### config.mk
export PLATFORM = sky130hd
export DESIGN_NAME = controle_vedacao
export DESIGN_NICKNAME = d
export VERILOG_FILES = /design/src/rtl/controle_vedacao.sv
export SDC_FILE = /design/constraint.sdc
export NUM_CORES = 1
export LEC_CHECK = 0
export ABC_AREA = 1
export BUFFER_PORTS_ARGS = -buffer_cell sky130_fd_sc_hd__buf_2
export CAP_MARGIN = 20
export CORE_MARGIN = 10
export CORE_UTILIZATION = 40
export CTS_BUF_LIST = sky130_fd_sc_hd__clkbuf_4 sky130_fd_sc_hd__clkbuf_8 sky130_fd_sc_hd__clkbuf_16
export DETAILED_ROUTE_END_ITERATION = 12
export PLACE_DENSITY = 0.58
export SYNTH_ARGS = -nofsm -noshare
export SYNTH_HDL_FRONTEND = slang
export SYNTH_SLANG_ARGS = --single-unit
### constraint.sdc
create_clock -name clk -period 4.7 [get_ports clk]
set_input_delay 0.94 -clock clk [delete_from_list [all_inputs] [get_ports clk]]
set_output_delay 0.94 -clock clk [all_outputs]
set_load 0.01 [all_outputs]
### src/rtl/controle_vedacao.sv
// Sealing-station controller: conveyor / capper sequencing with a cork-availability interlock.
// Optional sealed-bottle counter compiled in when VEDACAO_CONTADOR_GARRAFAS_EN is defined.
module controle_vedacao #(
    parameter logic [25:0] TEMPO_VEDACAO    = 26'd50000000,
    parameter logic [25:0] TEMPO_ESTABILIZA = 26'd12500000
) (
    input  logic       clk,
    input  logic       reset,
    input  logic       sistema_ativo,
    input  logic       sensor_garrafa,
    input  logic [6:0] contador_valor,
    input  logic       alarme_rolha_vazia,
    output logic       esteira_ativa,
    output logic       atuador_vedacao,
    output logic       vedacao_concluida,
    output logic       aguardando_rolha,
    output logic [6:0] garrafas_vedadas
);

    typedef enum logic [2:0] {
        IDLE         = 3'd0,
        TRANSPORTE   = 3'd1,
        POSICIONANDO = 3'd2,
        SEM_ROLHA    = 3'd3,
        VEDANDO      = 3'd4,
        CONCLUIDO    = 3'd5,
        LIBERANDO    = 3'd6
    } estado_t;

    estado_t     estado_r;
    estado_t     estado_prox_s;
    logic [25:0] timer_r;
    logic        sensor_meta_r;
    logic        sensor_sync_r;
    logic        rolha_ok_s;

    assign rolha_ok_s = (contador_valor != 7'd0) && !alarme_rolha_vazia;

    // Two-flop synchronizer for the asynchronous bottle sensor.
    always_ff @(posedge clk) begin
        if (reset) begin
            sensor_meta_r <= 1'b0;
            sensor_sync_r <= 1'b0;
        end else begin
            sensor_meta_r <= sensor_garrafa;
            sensor_sync_r <= sensor_meta_r;
        end
    end

    // Next-state decision; bottle removal wins over the settle timeout.
    always_comb begin
        estado_prox_s = estado_r;
        case (estado_r)
            IDLE: begin
                if (sistema_ativo) estado_prox_s = TRANSPORTE;
                else               estado_prox_s = IDLE;
            end
            TRANSPORTE: begin
                if (!sistema_ativo)     estado_prox_s = IDLE;
                else if (sensor_sync_r) estado_prox_s = POSICIONANDO;
                else                    estado_prox_s = TRANSPORTE;
            end
            POSICIONANDO: begin
                if (!sensor_sync_r) begin
                    estado_prox_s = TRANSPORTE;
                end else if (timer_r == (TEMPO_ESTABILIZA - 26'd1)) begin
                    if (rolha_ok_s) estado_prox_s = VEDANDO;
                    else            estado_prox_s = SEM_ROLHA;
                end else begin
                    estado_prox_s = POSICIONANDO;
                end
            end
            SEM_ROLHA: begin
                if (!sistema_ativo)  estado_prox_s = IDLE;
                else if (rolha_ok_s) estado_prox_s = VEDANDO;
                else                 estado_prox_s = SEM_ROLHA;
            end
            VEDANDO: begin
                if (timer_r == (TEMPO_VEDACAO - 26'd1)) estado_prox_s = CONCLUIDO;
                else                                    estado_prox_s = VEDANDO;
            end
            CONCLUIDO: begin
                estado_prox_s = LIBERANDO;
            end
            LIBERANDO: begin
                if (sensor_sync_r)      estado_prox_s = LIBERANDO;
                else if (sistema_ativo) estado_prox_s = TRANSPORTE;
                else                    estado_prox_s = IDLE;
            end
            default: begin
                estado_prox_s = IDLE;
            end
        endcase
    end

    // State, timer and Moore outputs decoded from the next state so they move with the state register.
    always_ff @(posedge clk) begin
        if (reset) begin
            estado_r          <= IDLE;
            timer_r           <= 26'd0;
            esteira_ativa     <= 1'b0;
            atuador_vedacao   <= 1'b0;
            vedacao_concluida <= 1'b0;
            aguardando_rolha  <= 1'b0;
        end else begin
            estado_r <= estado_prox_s;
            if (estado_prox_s != estado_r) timer_r <= 26'd0;
            else                           timer_r <= timer_r + 26'd1;
            esteira_ativa     <= (estado_prox_s == TRANSPORTE) || (estado_prox_s == LIBERANDO);
            atuador_vedacao   <= (estado_prox_s == VEDANDO);
            vedacao_concluida <= (estado_prox_s == CONCLUIDO);
            aguardando_rolha  <= (estado_prox_s == SEM_ROLHA);
        end
    end

`ifdef VEDACAO_CONTADOR_GARRAFAS_EN
    logic [6:0] garrafas_r;

    // Sealed-bottle count, modulo 100, stepping on the same edge as the completion pulse.
    always_ff @(posedge clk) begin
        if (reset) begin
            garrafas_r <= 7'd0;
        end else if (estado_prox_s == CONCLUIDO) begin
            if (garrafas_r == 7'd99) garrafas_r <= 7'd0;
            else                     garrafas_r <= garrafas_r + 7'd1;
        end else begin
            garrafas_r <= garrafas_r;
        end
    end

    assign garrafas_vedadas = garrafas_r;
`else
    assign garrafas_vedadas = 7'd0;
`endif

endmodule

=== Word-level counts from Yosys, hierarchy flattened ===
Cells that the tools add are included.

* Logic and storage cells: 39
* Output and inout bits: 11
* Register bits: 35
* Input port bits: 12

* Reduce and logical (&&, ||, !) cells: 6
* Eq/ne operators: 14
* Mux-type cells: 10
* $add $sub $neg: 1

{| class="wikitable"
|+ Operators with widths
! kind !! count
|-
| $add 26x1->26 const B || 1
|-
| $eq 26x24->1 const B || 1
|-
| $eq 26x26->1 const B || 1
|-
| $pmux 3 s7 || 1
|-
| $eq 3x3->1 const B || 6
|-
| $mux 3 || 5
|-
| $eq 3x2->1 const B || 3
|-
| $reduce_bool 7->1 || 1
|-
| $eq 3x1->1 const B || 2
|-
| $mux 2 || 2
|-
| $logic_not 3->1 || 1
|-
| $ne 3x3->1 || 1
|-
| $mux 1 || 2
|-
| $reduce_or 2->1 || 1
|-
| $logic_and 1x1->1 || 1
|-
| $logic_not 1->1 || 1
|-
| $logic_or 1x1->1 || 1
|}

=== Depth between registers and ports, before layout ===
* Depth after elaboration: 8
* Mapped depth: 14
* Depth with buffers taken out: 13

=== Worst setup path after synthesis ===
Ideal clock, no wire load.

* Path type: input to register
* Start point: in contador_valor[3]
* End point: reg timer_r[10]
* Data required time: 4,580 ps
* Path slack: 2,573 ps
* Cell stages on the path: 12
* Path buffers: 1
* Setup time: 120 ps
* Data arrival time: 2,007 ps
* Cells stage by stage: nor2_1 nand2_1 nor2_1 nor2_1 nand2_1 nand2_1 clkinv_1 a21oi_1 nor2_2 nand2_4 buf_8 nor2_4

* Longest elaborated chain between the ends: 8
* Elaborated cells between the ends (all ways): 9
* Those cells by class: 1 x eq/ne; 5 x mux; 3 x reduce/logical

{| class="wikitable"
|+ Ends and longest elaborated chain
! what !! RTL line !! text
|-
| start: declaration || 11 || <nowiki>input logic [6:0] contador_valor,</nowiki>
|-
| $reduce_bool 7->1 (*) || 37 || <nowiki>assign rolha_ok_s = (contador_valor != 7'd0) && !alarme_rolha_vazia;</nowiki>
|-
| $logic_and 1x1->1 (*) || 37 ||
|-
| $mux 3 (*) || 67, 75 ||
|-
| $mux 3 || 66 || <nowiki>end else if (timer_r == (TEMPO_ESTABILIZA - 26'd1)) begin</nowiki>
|-
| $mux 3 || 64 || <nowiki>if (!sensor_sync_r) begin</nowiki>
|-
| $pmux 3 s7 (*) || 53 || <nowiki>case (estado_r)</nowiki>
|-
| $ne 3x3->1 (*) || 107 || <nowiki>if (estado_prox_s != estado_r) timer_r <= 26'd0;</nowiki>
|-
| $reduce_or 2->1 (no line) (*) || - ||
|-
| end signal: assignment || 108 || <nowiki>else timer_r <= timer_r + 26'd1;</nowiki>
|-
| end: declaration || 32 || <nowiki>logic [25:0] timer_r;</nowiki>
|}

Mark *: on every way between the ends. The rest lies on a longest branch, timed or not.
A chain may end at the register's enable or synchronous reset.

=== Final worst setup path ===
* Start point: in contador_valor[3]
* End point: reg timer_r[23]

Same word-level chain as after synthesis.

==> out/metrics.yaml <==
run_status:
  status: "finished clean"
sta:
  fmax_mhz: 435
  setup_viol: 0
  skew_ns: 0.00475
  hold_viol: 0
  period_needed_ns: 2.30
  rsz0062_at_grt: "no"
  worstMarginPinSlew_ns: 0.659
  fin_hold_ws_ns: 0.409
  finalMaxSlewViolations: 0
  fin_crit_sh_pct: 49.0
  tns_ns: 0
  slew_headroom_pct: 56.1
grt:
  grt_max_degree: 27
  grt_pass1_vias: 1512
  overflow: 0
  grt_pass1_wl_um: 6910
  grt_usage_pct: 9.70
  antenna_found_initial: 0
layout:
  syn_to_final_growth_pct: 10.9
  drive_above_1_share_pct: 24.8
  n_antenna_cell: 0
  nets: 323
  instances_no_fill: 381
  fin_area_um2: 2380
clocking:
  clk_latency_ns: 0.28
  h-tree-depth: 2
  holdBufCountCts: 0
  post-cts-setup-buffers: 0
  clk_root_buffer_cell: "clkbuf_8"
  cts_sinks: 35
  numCtsBuffers: 5
  cts_tree: "yes"
  cts_buffer_depth: 2
  clk_pin_slew_ns: 0.07
  cts_resized: 0
die:
  die-height_um: 93.3
  core_um2: 5170
  num_io_pins: 23
  dieArea_um2: 8710
  start_util_pct: 41.6
  dieWidth_um: 93.3
  row_count: 26
logic_synthesis:
  netlist_instances: 291
  synth_top_area_cell: "dfxtp_1"
  synth_top_area_share_pct: 32.6
  seq_area_frac_synth_pct: 32.6
  ys_types: 29
  synth_top_flop_cell: "dfxtp_1"
  async_reset_ff_share_pct: 0
  yosysWarnings: 0
  netlist_area_um2: 2150
  syn_area_per_cell_um2: 7.39
  synth_area_leaders: "dfxtp_1, nor2_4, nand2_1"
  synth_edf_count: 0
  synth_seq_cells: 35
setup_path:
  end_kind: "flop"
  rr_startpoint: "timer_r[0]$_SDFF_PP0_"
  worstRegToRegCells: 10
  worstReg2RegEnd: "timer_r[23]$_SDFF_PP0_"
  cp-start-kind: "input port"
  required_ns: 4.85
  crit_type: "input port to flop"
  worst-r2r-setup-slack_ns: 2.50
  worst-endpoint-arrival_ns: 2.45
  crit_fanout: 26
pwr:
  power.share.clock_pct: 48.0
  p_per_area_nw_per_um2: 282
  comb_power_share_pct: 6.9
  ir_drop_v: 0.000195
  seqPwrFrac_pct: 45.1
  p_sw_w: 0.000142
  p_leak_nw: 0.896
  p_int_w: 0.000531
  switching_share_pct: 21.2
route:
  dr_total_vias: 1657
  first_pass_iters: 4
  drt_iter0_markers: 101
  finalWirelength_um: 4020
  routedWlPerCell_um: 10.5
  ant_nets: 0
  route.detailed.drc: 0
  via_per_inst: 4.35
flow_run:
  drv_cap: 0
placement:
  port_buffers: 15
  placed_cell_area_um2: 2250
  hpwl_um: 3110
  dpl.cell_count: 373
  globalplace.congestion: 0.837
worst_hold_path:
  worstHoldPathType: "flop to flop"
  hold_depth: 2
  hold_end: "sensor_sync_r$_SDFF_PP0_"
  min-delay-start: "sensor_meta_r$_SDFF_PP0_"
-- power by group through the flow --
| stage | Combinational [W] | Clock [W] | Sequential [W] |
|---|---|---|---|
| detailed placement | 0.0000475 | 0 | 0.000310 |
| global placement | 0.0000470 | 0 | 0.000310 |
| CTS | 0.0000476 | 0.000333 | 0.000303 |
| global route | 0.0000525 | 0.000347 | 0.000304 |
| finish | 0.0000467 | 0.000323 | 0.000303 |
| floorplan | 0.0000463 | 0 | 0.000310 |
-- worst max-delay path, cell delays in order --
cell and delay, ns:
buf_2 0.08, nor2_1 0.03, nand2_1 0.07, nor2_1 0.04, nor2_1 0.20, nand2_1 0.09, nand2_1 0.07, clkinv_1 0.08
a21oi_1 0.18, nor2_2 0.07, nand2_4 0.49, nor2_1 0.08
-- flip-flops by register name, indices dropped and copies added, names as in the netlist --
register,count
sensor_sync_r,1
estado_r,3
aguardando_rolha,1
sensor_meta_r,1
timer_r,26
atuador_vedacao,1
vedacao_concluida,1
esteira_ativa,1
-- synthesized netlist by cell type (2+ instances only) --
master and instances:
xor2_1 19, inv_2 7, dfxtp_1 35, nor2_2 8, nand3_1 12, buf_4 7, nor3_1 4, nor2_1 43
nand4_1 6, a21oi_1 2, nor2_4 24, nand2_2 11, nand2_1 55, inv_1 39, xnor2_1 5
-- worst max path at each step --
stage                           start                      to  slack, ns  cells after the start
floorplan           contador_valor[3]  timer_r[10]$_SDFF_PP0_       2.57                     12
global placement    contador_valor[3]  timer_r[20]$_SDFF_PP0_       2.16                     12
detailed placement  contador_valor[3]  timer_r[20]$_SDFF_PP0_       2.09                     12
CTS                 contador_valor[3]  timer_r[23]$_SDFF_PP0_       2.38                     12
global route        contador_valor[6]  timer_r[20]$_SDFF_PP0_       2.22                     12
finish              contador_valor[3]  timer_r[23]$_SDFF_PP0_       2.40                     12
-- per-stage QoR --
stage	util, %	power [W]	setup WS, ns
final	46.1	0.000673	2.40
after CTS	46.1	0.000684	2.38
after global placement	43.5	0.000357	2.16
after global routing	46.1	0.000703	2.22
after floorplan	-	0.000357	2.57
after detailed placement	43.5	0.000358	2.09
-- placed cells by master, fill, tap and decap left out, drive strengths merged, types with 2 or more instances in the layout --
cell,instances
inv,46
dfxtp,35
clkbuf,6
buf,15
xor2,19
nor3,5
nand3,13
conb,7
bufinv,2
o21ai,2
a21oi,2
nor2,75
nand4,7
nand2,67
xnor2,5
-- layer usage --
metal	up-vias	GRT usage, %	routed length, um
met4	0	4.24	66
met3	7	3.12	254
met2	29	13.9	1680
li1	892	-	-
met5	-	0	0
met1	729	12.9	2020
-- final cells by class --
type | count | area [um^2]
fillers | 549 | 2790
multi-input cells | 206 | 1210
flip-flops and latches | 35 | 701
inverters | 47 | 176
well taps | 70 | 87.6
clock buffers | 6 | 76.3
repair buffers | 15 | 75.1
clock inverters | 2 | 60.1
-- cells by family after synthesis --
group                    synth area share (%)
AND/OR/NAND/NOR                          43.3
buffers and inverters                    12.3
flip-flops                               32.6
XOR/XNOR                                 9.77
AO/OA/AOI/OAI                            1.28
adder cells (fa/ha/maj)                 0.582
other                                   0.174
Note: power is estimated with default switching activity, not from simulation.
